--- config.mk ---
export PLATFORM = sky130hd
export DESIGN_NAME = multicycle_controller
export DESIGN_NICKNAME = d
export VERILOG_FILES = /design/src/rtl/mc_pkg.sv /design/src/rtl/alu_decoder.sv /design/src/rtl/multicycle_controller.sv
export SDC_FILE = /design/constraint.sdc
export NUM_CORES = 1
export LEC_CHECK = 0
export CAP_MARGIN = 20
export CORE_MARGIN = 8
export CORE_UTILIZATION = 36
export DETAILED_ROUTE_END_ITERATION = 8
export GPL_TIMING_DRIVEN = 0
export PLACE_DENSITY = 0.81
export SLEW_MARGIN = 20
export SYNTH_ARGS = -nofsm -noshare
export SYNTH_HDL_FRONTEND = slang
export SYNTH_HIERARCHICAL = 1
export SYNTH_SLANG_ARGS = --single-unit
export TNS_END_PERCENT = 5
--- constraint.sdc ---
create_clock -name clk -period 1.8 [get_ports clk]
set_input_delay 0.18 -clock clk [delete_from_list [all_inputs] [get_ports clk]]
set_output_delay 0.18 -clock clk [all_outputs]
set_load 0.01 [all_outputs]
--- src/rtl/mc_pkg.sv ---
// mc_pkg: shared encodings for the multicycle MIPS control FSM and ALU decoder
package mc_pkg;
  typedef enum logic [3:0] {
    FETCH    = 4'd0,
    DECODE   = 4'd1,
    MEMADR   = 4'd2,
    MEMRD    = 4'd3,
    MEMWB    = 4'd4,
    MEMWR    = 4'd5,
    EXECUTE  = 4'd6,
    ALUWB    = 4'd7,
    BRANCH   = 4'd8,
    ADDIEXEC = 4'd9,
    ADDIWB   = 4'd10,
    JUMP     = 4'd11
  } state_t;
  localparam logic [5:0] OP_RTYPE = 6'b000000;
  localparam logic [5:0] OP_LW    = 6'b100011;
  localparam logic [5:0] OP_SW    = 6'b101011;
  localparam logic [5:0] OP_BEQ   = 6'b000100;
  localparam logic [5:0] OP_ADDI  = 6'b001000;
  localparam logic [5:0] OP_J     = 6'b000010;
  localparam logic [5:0] F_ADD = 6'b100000;
  localparam logic [5:0] F_SUB = 6'b100010;
  localparam logic [5:0] F_AND = 6'b100100;
  localparam logic [5:0] F_OR  = 6'b100101;
  localparam logic [5:0] F_SLT = 6'b101010;
  localparam logic [2:0] ALU_AND = 3'b000;
  localparam logic [2:0] ALU_OR  = 3'b001;
  localparam logic [2:0] ALU_ADD = 3'b010;
  localparam logic [2:0] ALU_SUB = 3'b110;
  localparam logic [2:0] ALU_SLT = 3'b111;
  localparam logic [1:0] ALUOP_ADD   = 2'b00;
  localparam logic [1:0] ALUOP_SUB   = 2'b01;
  localparam logic [1:0] ALUOP_FUNCT = 2'b10;
  localparam logic [1:0] ALUOP_IDLE  = 2'b11;
endpackage

--- src/rtl/alu_decoder.sv ---
// alu_decoder: maps FSM aluop and instruction funct to the 3-bit ALU control
module alu_decoder
  import mc_pkg::*;
(
  input  logic [1:0] aluop,
  input  logic [5:0] funct,
  output logic [2:0] aluControl
);
  logic [2:0] fn_ctl;
  always_comb begin
    fn_ctl = funct == F_ADD ? ALU_ADD :
             funct == F_SUB ? ALU_SUB :
             funct == F_AND ? ALU_AND :
             funct == F_OR  ? ALU_OR  :
             funct == F_SLT ? ALU_SLT : ALU_AND;
    aluControl = aluop == ALUOP_ADD   ? ALU_ADD :
                 aluop == ALUOP_SUB   ? ALU_SUB :
                 aluop == ALUOP_FUNCT ? fn_ctl  : ALU_AND;
  end
endmodule

--- src/rtl/multicycle_controller.sv ---
// multicycle_controller: Moore control FSM sequencing the multicycle MIPS datapath
module multicycle_controller
  import mc_pkg::*;
#(
  parameter int STATE_W = 4
) (
  input  logic               clk,
  input  logic               rst_n,
  input  logic [5:0]         op,
  input  logic [5:0]         funct,
  input  logic               zero,
  output logic               iord,
  output logic               memwrite,
  output logic               irwrite,
  output logic               regdst,
  output logic               memtoreg,
  output logic               regwrite,
  output logic               alusrca,
  output logic [1:0]         alusrcb,
  output logic [1:0]         pcsrc,
  output logic               pcen,
  output logic [2:0]         aluControl,
  output logic [STATE_W-1:0] state,
  output logic               instr_done
);
  state_t st, nx;
  logic [1:0] aluop;
  logic pcwrite, branch, mw, iw, rw;
  always_ff @(posedge clk or negedge rst_n)
    if (!rst_n) st <= FETCH;
    else st <= nx;
  always_comb begin
    nx = FETCH;
    iord = 1'b0;
    mw = 1'b0;
    iw = 1'b0;
    regdst = 1'b0;
    memtoreg = 1'b0;
    rw = 1'b0;
    alusrca = 1'b0;
    alusrcb = 2'b00;
    pcsrc = 2'b00;
    pcwrite = 1'b0;
    branch = 1'b0;
    aluop = ALUOP_IDLE;
    instr_done = 1'b0;
    case (st)
      FETCH: begin
        alusrcb = 2'b01;
        aluop = ALUOP_ADD;
        iw = 1'b1;
        pcwrite = 1'b1;
        nx = DECODE;
      end
      DECODE: begin
        alusrcb = 2'b11;
        aluop = ALUOP_ADD;
        case (op)
          OP_LW, OP_SW: nx = MEMADR;
          OP_RTYPE: nx = EXECUTE;
          OP_BEQ: nx = BRANCH;
          OP_ADDI: nx = ADDIEXEC;
          OP_J: nx = JUMP;
          default: instr_done = 1'b1;
        endcase
      end
      MEMADR, ADDIEXEC: begin
        alusrca = 1'b1;
        alusrcb = 2'b10;
        aluop = ALUOP_ADD;
        nx = st == ADDIEXEC ? ADDIWB : op == OP_SW ? MEMWR : MEMRD;
      end
      MEMRD: begin
        iord = 1'b1;
        nx = MEMWB;
      end
      MEMWB: begin
        memtoreg = 1'b1;
        rw = 1'b1;
        instr_done = 1'b1;
      end
      MEMWR: begin
        iord = 1'b1;
        mw = 1'b1;
        instr_done = 1'b1;
      end
      EXECUTE: begin
        alusrca = 1'b1;
        aluop = ALUOP_FUNCT;
        nx = ALUWB;
      end
      ALUWB: begin
        regdst = 1'b1;
        rw = 1'b1;
        instr_done = 1'b1;
      end
      BRANCH: begin
        alusrca = 1'b1;
        aluop = ALUOP_SUB;
        pcsrc = 2'b01;
        branch = 1'b1;
        instr_done = 1'b1;
      end
      ADDIWB: begin
        rw = 1'b1;
        instr_done = 1'b1;
      end
      JUMP: begin
        pcsrc = 2'b10;
        pcwrite = 1'b1;
        instr_done = 1'b1;
      end
      default: nx = FETCH;
    endcase
  end
  alu_decoder u_dec (.aluop(aluop), .funct(funct), .aluControl(aluControl));
  // write enables drop as soon as rst_n falls, before the state register reacts
  assign memwrite = mw & rst_n;
  assign irwrite = iw & rst_n;
  assign regwrite = rw & rst_n;
  assign pcen = (pcwrite | (branch & zero)) & rst_n;
  assign state = STATE_W'(st);
endmodule

==> flow_summary.ini <==
[outcome]
violations = setup timing
status = finished, violations left

[routing]
routedWlPerCell_um = 16.2
drt_wl_total_mm = 2.19
via_per_inst = 5.70
first_pass_iters = 4
drc = 0
ant_nets = 0
drt-initial-drc-count = 10
vias = 770

[sta]
setup_viol = 4
whs_ns = 0.199
layout_setup_ws_ns = -0.172
relSlewSlack_pct = 79.5
rsz0062_at_grt = yes
tightest_slew_ns = 0.307
min_period_ns = 1.97
hold_viol = 0
fin_skew_ns = 0.00819
period_share_pct = 110
final_max_slew_viol_count = 0
fmax_mhz = 507

[layout]
finish.instance_area_sq_um = 987
fin_nets = 136
drive_gt1_share_pct = 27.7
area_delta_synth_final_pct = 72.6
layout_common_cells = clkdlybuf4s50_1, dlygate4sd2_1, nor3_1, buf_4, nand2_1
diodes = 0
largest_reg_flops = 4
final_common_cell = clkdlybuf4s50_1
final_cells = 135
fill_cells = 142

[yosys]
yosysUniqueCellTypes = 33
syn_area_sq_um = 572
synth_nets = 95
postSynthAreaPerCell_sq_um = 7.15
synth.area.top_cells = dfrtp_1, nor3_1, nand2b_1
yosys_warnings = 6
syn-instance-count = 80
synth_top_cell_area_share_pct = 17.5
yosysSeqAreaShare_pct = 17.5
yosys.area.top_type = dfrtp_1
ys_seq_elements = 4

[floorplanning]
core-area_sq_mm = 0.00151
die_w_um = 55.9
chipHeight_um = 55.9
rows = 14
start_util_pct = 38.0
fp.dieArea_sq_mm = 0.00312
io_pins = 35

[power]
powerDensity_mw_per_mm2 = 1210
vdd_drop_max_v = 0.000780
intPower_uw = 634
switching_share_pct = 47.1
clkPwrFrac_pct = 9.6
seqPwrFrac_pct = 14.0
p_leak_nw = 0.434
pwr-share-comb_pct = 76.4
power_switching_uw = 564

[place]
hpwl_mm = 1.63
io_buffers = 33
place.gp.congestion = 0.835
placedCellCount = 129
place_area_sq_um = 923

[clock_tree]
cts_buffers = 3
clk_pin_slew_ns = 0.04
cts_tree = built
root_buffer = clkbuf_4
max-clock-path-buffers = 2
cts_max_level = 1
cts_sinks = 4
clock_latency_ns = 0.24

[global_routing]
antenna_found_initial = 0
grt_overflow_total = 0
grt_pass1_wl_mm = 3.77
grt_start_max_net_pins = 12
grtUsageTotal_pct = 14.1
grt_pass1_vias = 807

[hold_path]
hold_class = input pin to async pin

[run]
drv_cap = 0

[worst_setup_path]
end_kind = output port
worstPathRequired_ns = 1.62
critPathKind = flip-flop to output port
critPathMaxFanout = 10
critPathLaunchType = flip-flop
arrival_ns = 1.79
## layer usage
metal | track usage [%] | part of all wire (%) | vias up
li1 | - | - | 378
met1 | 15.1 | 42 | 355
met2 | 23.9 | 49 | 32
met3 | 4.57 | 7.0 | 5
met4 | 7.22 | 2.2 | 0
met5 | 0 | 0 | -
## cell usage after synthesis
library cell,instances
a211oi_1,3
a21oi_1,2
a32oi_1,1
and2_1,1
and3_1,2
and3_2,1
clkbuf_1,5
dfrtp_1,4
inv_1,4
nand2_1,7
nand2b_1,6
nand3_1,3
nand3b_1,1
nand4_1,1
nand4bb_1,2
nor2_1,4
nor2b_1,1
nor3_1,9
o2111ai_1,1
o211ai_1,4
o21ai_0,4
o22ai_1,1
o31ai_1,1
o31ai_2,1
o32ai_2,1
o41ai_1,1
or2_2,1
or3_1,1
or3b_1,1
or3b_4,1
or4_4,1
xnor2_1,1
xor2_1,3
## path summary, 6_finish.rpt
check,depth (start not counted),slack [ns],from,end
worst max-delay path,6,-0.17,state[1],aluControl[2]
worst min-delay path,1,0.20,rst_n,state[0]
worst max register to register,5,0.44,state[0],state[1]
worst min register to register,1,0.66,state[3],state[2]
max in group asynchronous,1,1.34,rst_n,state[2]
min in group clk,3,0.36,op[3],state[2]
## critical path, stage by stage (launching register included)
cell and delay, ns:
dfrtp_2 0.42, clkbuf_8 0.17, nand2_4 0.07, o211ai_1 0.10, or3b_4 0.42, o32ai_2 0.21, buf_2 0.17
## power groups by stage
stage          sequential, mW  combinational (mW)  clock, mW
2_1_floorplan           0.171               0.451          0
4_1_cts                 0.156               0.900      0.118
5_1_grt                 0.171               0.999      0.130
3_5_place_dp            0.165               0.886          0
3_3_place_gp            0.166               0.866          0
6_report                0.168               0.915      0.115
## layout make-up
type / instances / area (sq um) / area share (%)
Buffer: 4 / 32.5 / 3.30
Timing Repair Buffer: 37 / 323 / 32.7
Tap cell: 16 / 20.0 / 2.03
Clock buffer: 3 / 22.5 / 2.28
Inverter: 4 / 15.0 / 1.52
Multi-Input combinational cell: 67 / 470 / 47.7
Sequential cell: 4 / 104 / 10.5
## metrics by stage
stage               setup WS (ns)  TNS, ns  power (mW)  utilization (%)
floorplan                  0.0123        0       0.622                -
global placement           -0.566    -2.67        1.03             61.3
detailed placement         -0.601    -2.89        1.05             61.3
CTS                        -0.239   -0.832        1.17             64.8
global route               -0.269   -0.937        1.30             65.5
finish                     -0.172   -0.555        1.20             65.5
## timing repair
item	4_1_cts	5_1_grt
buffers inserted	4	0
resized for setup	39	15
pin swaps	4	0
endpoints found under the setup margin	16	11
hold buffers	0	0
## cell families after synthesis
logic type | after synthesis | share of synthesized area (%)
buffers and inverters | 9 | 5.91
XOR/XNOR | 4 | 6.13
AO/OA/AOI/OAI | 20 | 26.5
AND/OR/NAND/NOR | 43 | 44.0
flip-flops | 4 | 17.5
Power figures use the tool's default switching activity.
